$ cat src/rtl/regfile_sb_pkg.sv
// Shared constants and types for the scoreboarded register file.
package regfile_sb_pkg;

    localparam int unsigned WIDTH_DEF = 64;
    localparam int unsigned DEPTH_DEF = 32;
    localparam int unsigned IDX_W_DEF = $clog2(DEPTH_DEF);

    typedef logic [IDX_W_DEF-1:0] reg_idx_t;

endpackage : regfile_sb_pkg

$ cat src/rtl/regfile_sb_popcount.sv
// Parametrised population count of a bit vector.
module regfile_sb_popcount #(
    parameter int unsigned N       = 32,
    parameter int unsigned COUNT_W = 6
) (
    input  logic [N-1:0]       bits,
    output logic [COUNT_W-1:0] count
);

    always_comb begin
        count = '0;
        for (int unsigned i = 0; i < N; i++) begin
            count = count + COUNT_W'(bits[i]);
        end
    end

endmodule : regfile_sb_popcount

$ cat src/rtl/regfile_sb.sv
// Register file with a per-register pending (scoreboard) bit and reserve handshake.
// Define REGFILE_SB_BYPASS_EN to forward same-cycle writeback data to the read ports.
module regfile_sb
    import regfile_sb_pkg::*;
#(
    parameter int unsigned WIDTH  = WIDTH_DEF,
    parameter int unsigned DEPTH  = DEPTH_DEF,
    parameter int unsigned ADDR_W = $clog2(DEPTH)
) (
    input  logic              clk,
    input  logic              rst_n,
    input  logic [ADDR_W-1:0] ReadRegister1,
    input  logic [ADDR_W-1:0] ReadRegister2,
    output logic [WIDTH-1:0]  ReadData1,
    output logic [WIDTH-1:0]  ReadData2,
    output logic              ReadReady1,
    output logic              ReadReady2,
    input  logic [ADDR_W-1:0] WriteRegister,
    input  logic [WIDTH-1:0]  WriteData,
    input  logic              RegWrite,
    input  logic [ADDR_W-1:0] ReserveRegister,
    input  logic              Reserve,
    output logic              ReserveAccept,
    output logic [ADDR_W:0]   PendingCount
);

    logic [WIDTH-1:0] mem [DEPTH];
    logic [DEPTH-1:0] pending;
    logic [DEPTH-1:0] pending_nxt;
    logic [ADDR_W:0]  count_nxt;
    logic             wr_en;
    logic             rsv_en;

    assign wr_en = RegWrite && (WriteRegister != '0);

    // A write to the same register in this cycle frees it, so the reserve may proceed.
    assign ReserveAccept = Reserve && ((ReserveRegister == '0) || !pending[ReserveRegister] ||
                                       (RegWrite && (WriteRegister == ReserveRegister)));

    assign rsv_en = ReserveAccept && (ReserveRegister != '0);

    // Reserve wins over writeback clear so write+reserve leaves the register pending.
    always_comb begin
        pending_nxt = pending;
        if (wr_en) begin
            pending_nxt[WriteRegister] = 1'b0;
        end
        if (rsv_en) begin
            pending_nxt[ReserveRegister] = 1'b1;
        end
        pending_nxt[0] = 1'b0;
    end

    regfile_sb_popcount #(
        .N       (DEPTH),
        .COUNT_W (ADDR_W + 1)
    ) u_popcount (
        .bits  (pending_nxt),
        .count (count_nxt)
    );

    always_ff @(posedge clk or negedge rst_n) begin
        if (!rst_n) begin
            for (int unsigned i = 0; i < DEPTH; i++) begin
                mem[i] <= '0;
            end
        end else if (wr_en) begin
            mem[WriteRegister] <= WriteData;
        end
    end

    always_ff @(posedge clk or negedge rst_n) begin
        if (!rst_n) begin
            pending      <= '0;
            PendingCount <= '0;
        end else begin
            pending      <= pending_nxt;
            PendingCount <= count_nxt;
        end
    end

`ifdef REGFILE_SB_BYPASS_EN
    logic hit1;
    logic hit2;

    // rst_n gate keeps reads at zero while reset is held, even with a write presented.
    assign hit1 = rst_n && wr_en && (WriteRegister == ReadRegister1);
    assign hit2 = rst_n && wr_en && (WriteRegister == ReadRegister2);

    always_comb begin
        ReadData1  = (ReadRegister1 == '0) ? '0 : mem[ReadRegister1];
        ReadData2  = (ReadRegister2 == '0) ? '0 : mem[ReadRegister2];
        ReadReady1 = !pending[ReadRegister1];
        ReadReady2 = !pending[ReadRegister2];
        if (hit1) begin
            ReadData1  = WriteData;
            ReadReady1 = 1'b1;
        end
        if (hit2) begin
            ReadData2  = WriteData;
            ReadReady2 = 1'b1;
        end
    end
`else
    always_comb begin
        ReadData1  = (ReadRegister1 == '0) ? '0 : mem[ReadRegister1];
        ReadData2  = (ReadRegister2 == '0) ? '0 : mem[ReadRegister2];
        ReadReady1 = !pending[ReadRegister1];
        ReadReady2 = !pending[ReadRegister2];
    end
`endif

endmodule : regfile_sb

$ cat config.mk
export PLATFORM = sky130hd
export DESIGN_NAME = regfile_sb
export DESIGN_NICKNAME = d
export VERILOG_FILES = /design/src/rtl/regfile_sb_pkg.sv /design/src/rtl/regfile_sb_popcount.sv /design/src/rtl/regfile_sb.sv
export SDC_FILE = /design/constraint.sdc
export NUM_CORES = 2
export LEC_CHECK = 0
export CAP_MARGIN = 25
export CORE_MARGIN = 1
export CORE_UTILIZATION = 45
export DETAILED_ROUTE_END_ITERATION = 8
export PLACE_DENSITY = 0.61
export SLEW_MARGIN = 20
export SYNTH_ARGS = -nofsm -noshare
export SYNTH_HDL_FRONTEND = slang
export SYNTH_HIERARCHICAL = 1
export SYNTH_SLANG_ARGS = --single-unit
$ cat constraint.sdc
create_clock -name clk -period 9.5 [get_ports clk]
set_input_delay 1.9 -clock clk [delete_from_list [all_inputs] [get_ports clk]]
set_output_delay 1.9 -clock clk [all_outputs]
set_load 0.05 [all_outputs]
==> flow_metrics.tcl <==
set metrics [dict create \
    synth-main-ff-cell "dfrtp_1" \
    holdBufCountCts 0 \
    syn_inst 6872 \
    r2r-start "pending[31]" \
    synth_top_family_by_area "multiplexers" \
    htree_levels 4 \
    synthXorXnorAreaFrac_pct 0.0631 \
    cts_sinks 2085 \
    worstPathArrival_ps 9130 \
    drc_errors 0 \
    ys_types 45 \
    period_minus_slack_ps 8330 \
    cts_buffers 226 \
    fin_skew_ps 25.2 \
    slew_headroom_pct 27.3 \
    r2r_end "PendingCount[4]" \
    cellPowerDensity_mw_per_mm2 232 \
    cp_max_fo 10 \
    tns_ps 0 \
    cts_resized 0 \
    end_kind "flop" \
    synth-compound-area-share_pct 1.05 \
    synth-simple-area-share_pct 1.06 \
    dieHeight_um 499 \
    clk_pin_slew_worst_paths_ps 60 \
    post_cts_buffers 0 \
    worst_setup_path_start_kind "input port" \
    post_drt_wl_per_cell_um 35.1 \
    syn_area_per_cell_um2 16.2 \
    cts_tree "yes" \
    rsz0062_at_grt "false" \
    cts-root-buf "clkbuf_16" \
    dp_hpwl_um 205000 \
    timing.fmax_mhz 120 \
    yosysSeqAreaShare_pct 47.0 \
    drv_slew 0 \
    rr_worst_depth 20 \
    dr.pass1.iters 5 \
    synthMuxAreaShare_pct 46.6 \
    area_delta_synth_final_pct 11.9 \
    p_leak_nw 52.7 \
    port_buffers 224 \
    max_cap_viol_count 0 \
    drive_gt1_share_pct 56.8 \
    drtAntennaViolNets 0 \
    endpoint "PendingCount[4]" \
    startpoint "ReserveRegister[0]" \
    most-common-layout-cells "dfrtp_1, mux2_2, mux4_2" \
    start_util_pct 45.5 \
    fin_nets 6861 \
    finalHoldViolations 0 \
    grt_max_degree 166 \
    max_slew.worst_pin.slew_ps 1090 \
    first_iter_violations 5737 \
    coreArea_mm2 0.244 \
    setup_viol 0 \
    hold_class "flop to flop" \
    gr-total-overflow 0 \
    crit_required_ps 10300 \
    gp_congestion 0.914 \
    row_count 181 \
    whs_path_depth 0 \
    grt_pass1_wl_um 521000 \
    ir_worst_vdd_v 0.000356 \
    synthesis.area_mm2 0.111 \
    grt_pass1_vias 70100 \
    route.final.wire_length_um 356000 \
    synth_edf_count 0 \
    synth_fa_ha_area_share_pct 0.512 \
    synth_fp_nets 6991 \
    ioPinCount 225 \
    via_per_inst 6.52 \
    clockBufferDepth 3 \
    die_area_mm2 0.249 \
    synth-warning-count 6 \
    synthArstFlopShare_pct 100 \
    num_vias 66100 \
    layout_commonest_cell "dfrtp_1" \
    design_area_mm2 0.124 \
    placed_area_mm2 0.116 \
    status "complete, no violations" \
    reg2reg_slack_ps 2560 \
    grtUsageTotal_pct 29.1 \
    ys_ff_latch 2085 \
    die_x_um 499 \
    clock_latency_ps 890 \
    grt_antenna_before_repair 27 \
    critical_path_class "input port to flop" \
    fin_crit_sh_pct 87.7 \
]
[cell families after synthesis]
logic type      after synthesis
xor+xnor                      8
fa+ha+maj                    31
buf+inv                     977
mux                        3299
simple gates                273
flops                      2085
other cells                   1
compound gates              198
[metrics by stage]
step                power, mW  setup slack (ps)  util (%)  hold slack [ps]  cells
floorplan                17.4              1940         -              441   6872
global placement         19.7               407      47.5              376   9671
detailed placement       19.9               408      47.6              382   9680
CTS                      28.9              1300      50.7              396  10100
global route             30.1               933      50.9              404  10100
finish                   28.8              1170      50.9              393  10100
[layout make-up]
type	count	area [µm²]
repair buffers	451	4850
inverters	168	631
flip-flops and latches	2085	52200
multi-input cells	3810	55000
clock buffers	341	6700
clock inverters	71	811
well taps	3202	4010
diodes	7	17.5
fillers	19900	120000
[how the worst min path moves through the flow]
stage | startpoint | endpoint
detailed placement | mem[1989] | mem[1989]
global placement | mem[2023] | mem[2023]
CTS | mem[2041] | mem[2041]
global route | mem[2046] | mem[2046]
finish | mem[1996] | mem[1996]
floorplan | mem[1984] | mem[1984]
[routing by layer]
layer	share of wire [%]	wire length (µm)	GRT usage, %
met2	49	174000	47.1
met3	5.7	20300	4.56
met4	4.0	14100	11.0
met5	0.029	103	0
met1	41	148000	39.6
[worst max-delay path: stages]
cell and delay, ps:
clkdlybuf4s50_1 760, buf_4 270, mux2_2 350, and3_1 160, o32ai_1 270, nand4_1 490
buf_4 370, o221ai_1 300, fa_1 530, fa_1 580, fa_1 450, fa_1 500
fa_1 500, inv_1 50, fa_1 420, inv_1 70, ha_1 170, inv_1 70
fa_1 450, nand2b_1 180, a21oi_2 140, xor2_1 150
[synth_stat cells, types with 7 or more instances]
| cell | instances | area (µm²) |
|---|---|---|
| a32oi_1 | 23 | 201 |
| buf_1 | 34 | 128 |
| buf_2 | 275 | 1380 |
| buf_6 | 7 | 78.8 |
| clkbuf_1 | 492 | 1850 |
| dfrtp_1 | 2085 | 52200 |
| fa_1 | 24 | 480 |
| ha_1 | 7 | 87.6 |
| inv_1 | 168 | 631 |
| mux2_2 | 1990 | 22400 |
| mux2i_1 | 10 | 100 |
| mux4_2 | 1299 | 29300 |
| nand2_1 | 195 | 732 |
| nand3_1 | 11 | 55.1 |
| nor2_1 | 23 | 86.3 |
| nor2b_1 | 8 | 50.1 |
| o21ai_1 | 151 | 756 |
| o221ai_1 | 7 | 61.3 |
[report_power, final]
part           internal (mW)  switching, mW  leakage, nW
Combinational           4.28           3.67         22.3
Sequential              10.6           1.22         26.7
Clock                   5.22           3.76         3.72
[registers in the layout, summed over array words and instances, names as in the netlist]
name and cells:
PendingCount 6, mem 2048, pending 31
Power figures use the tool's default switching activity.
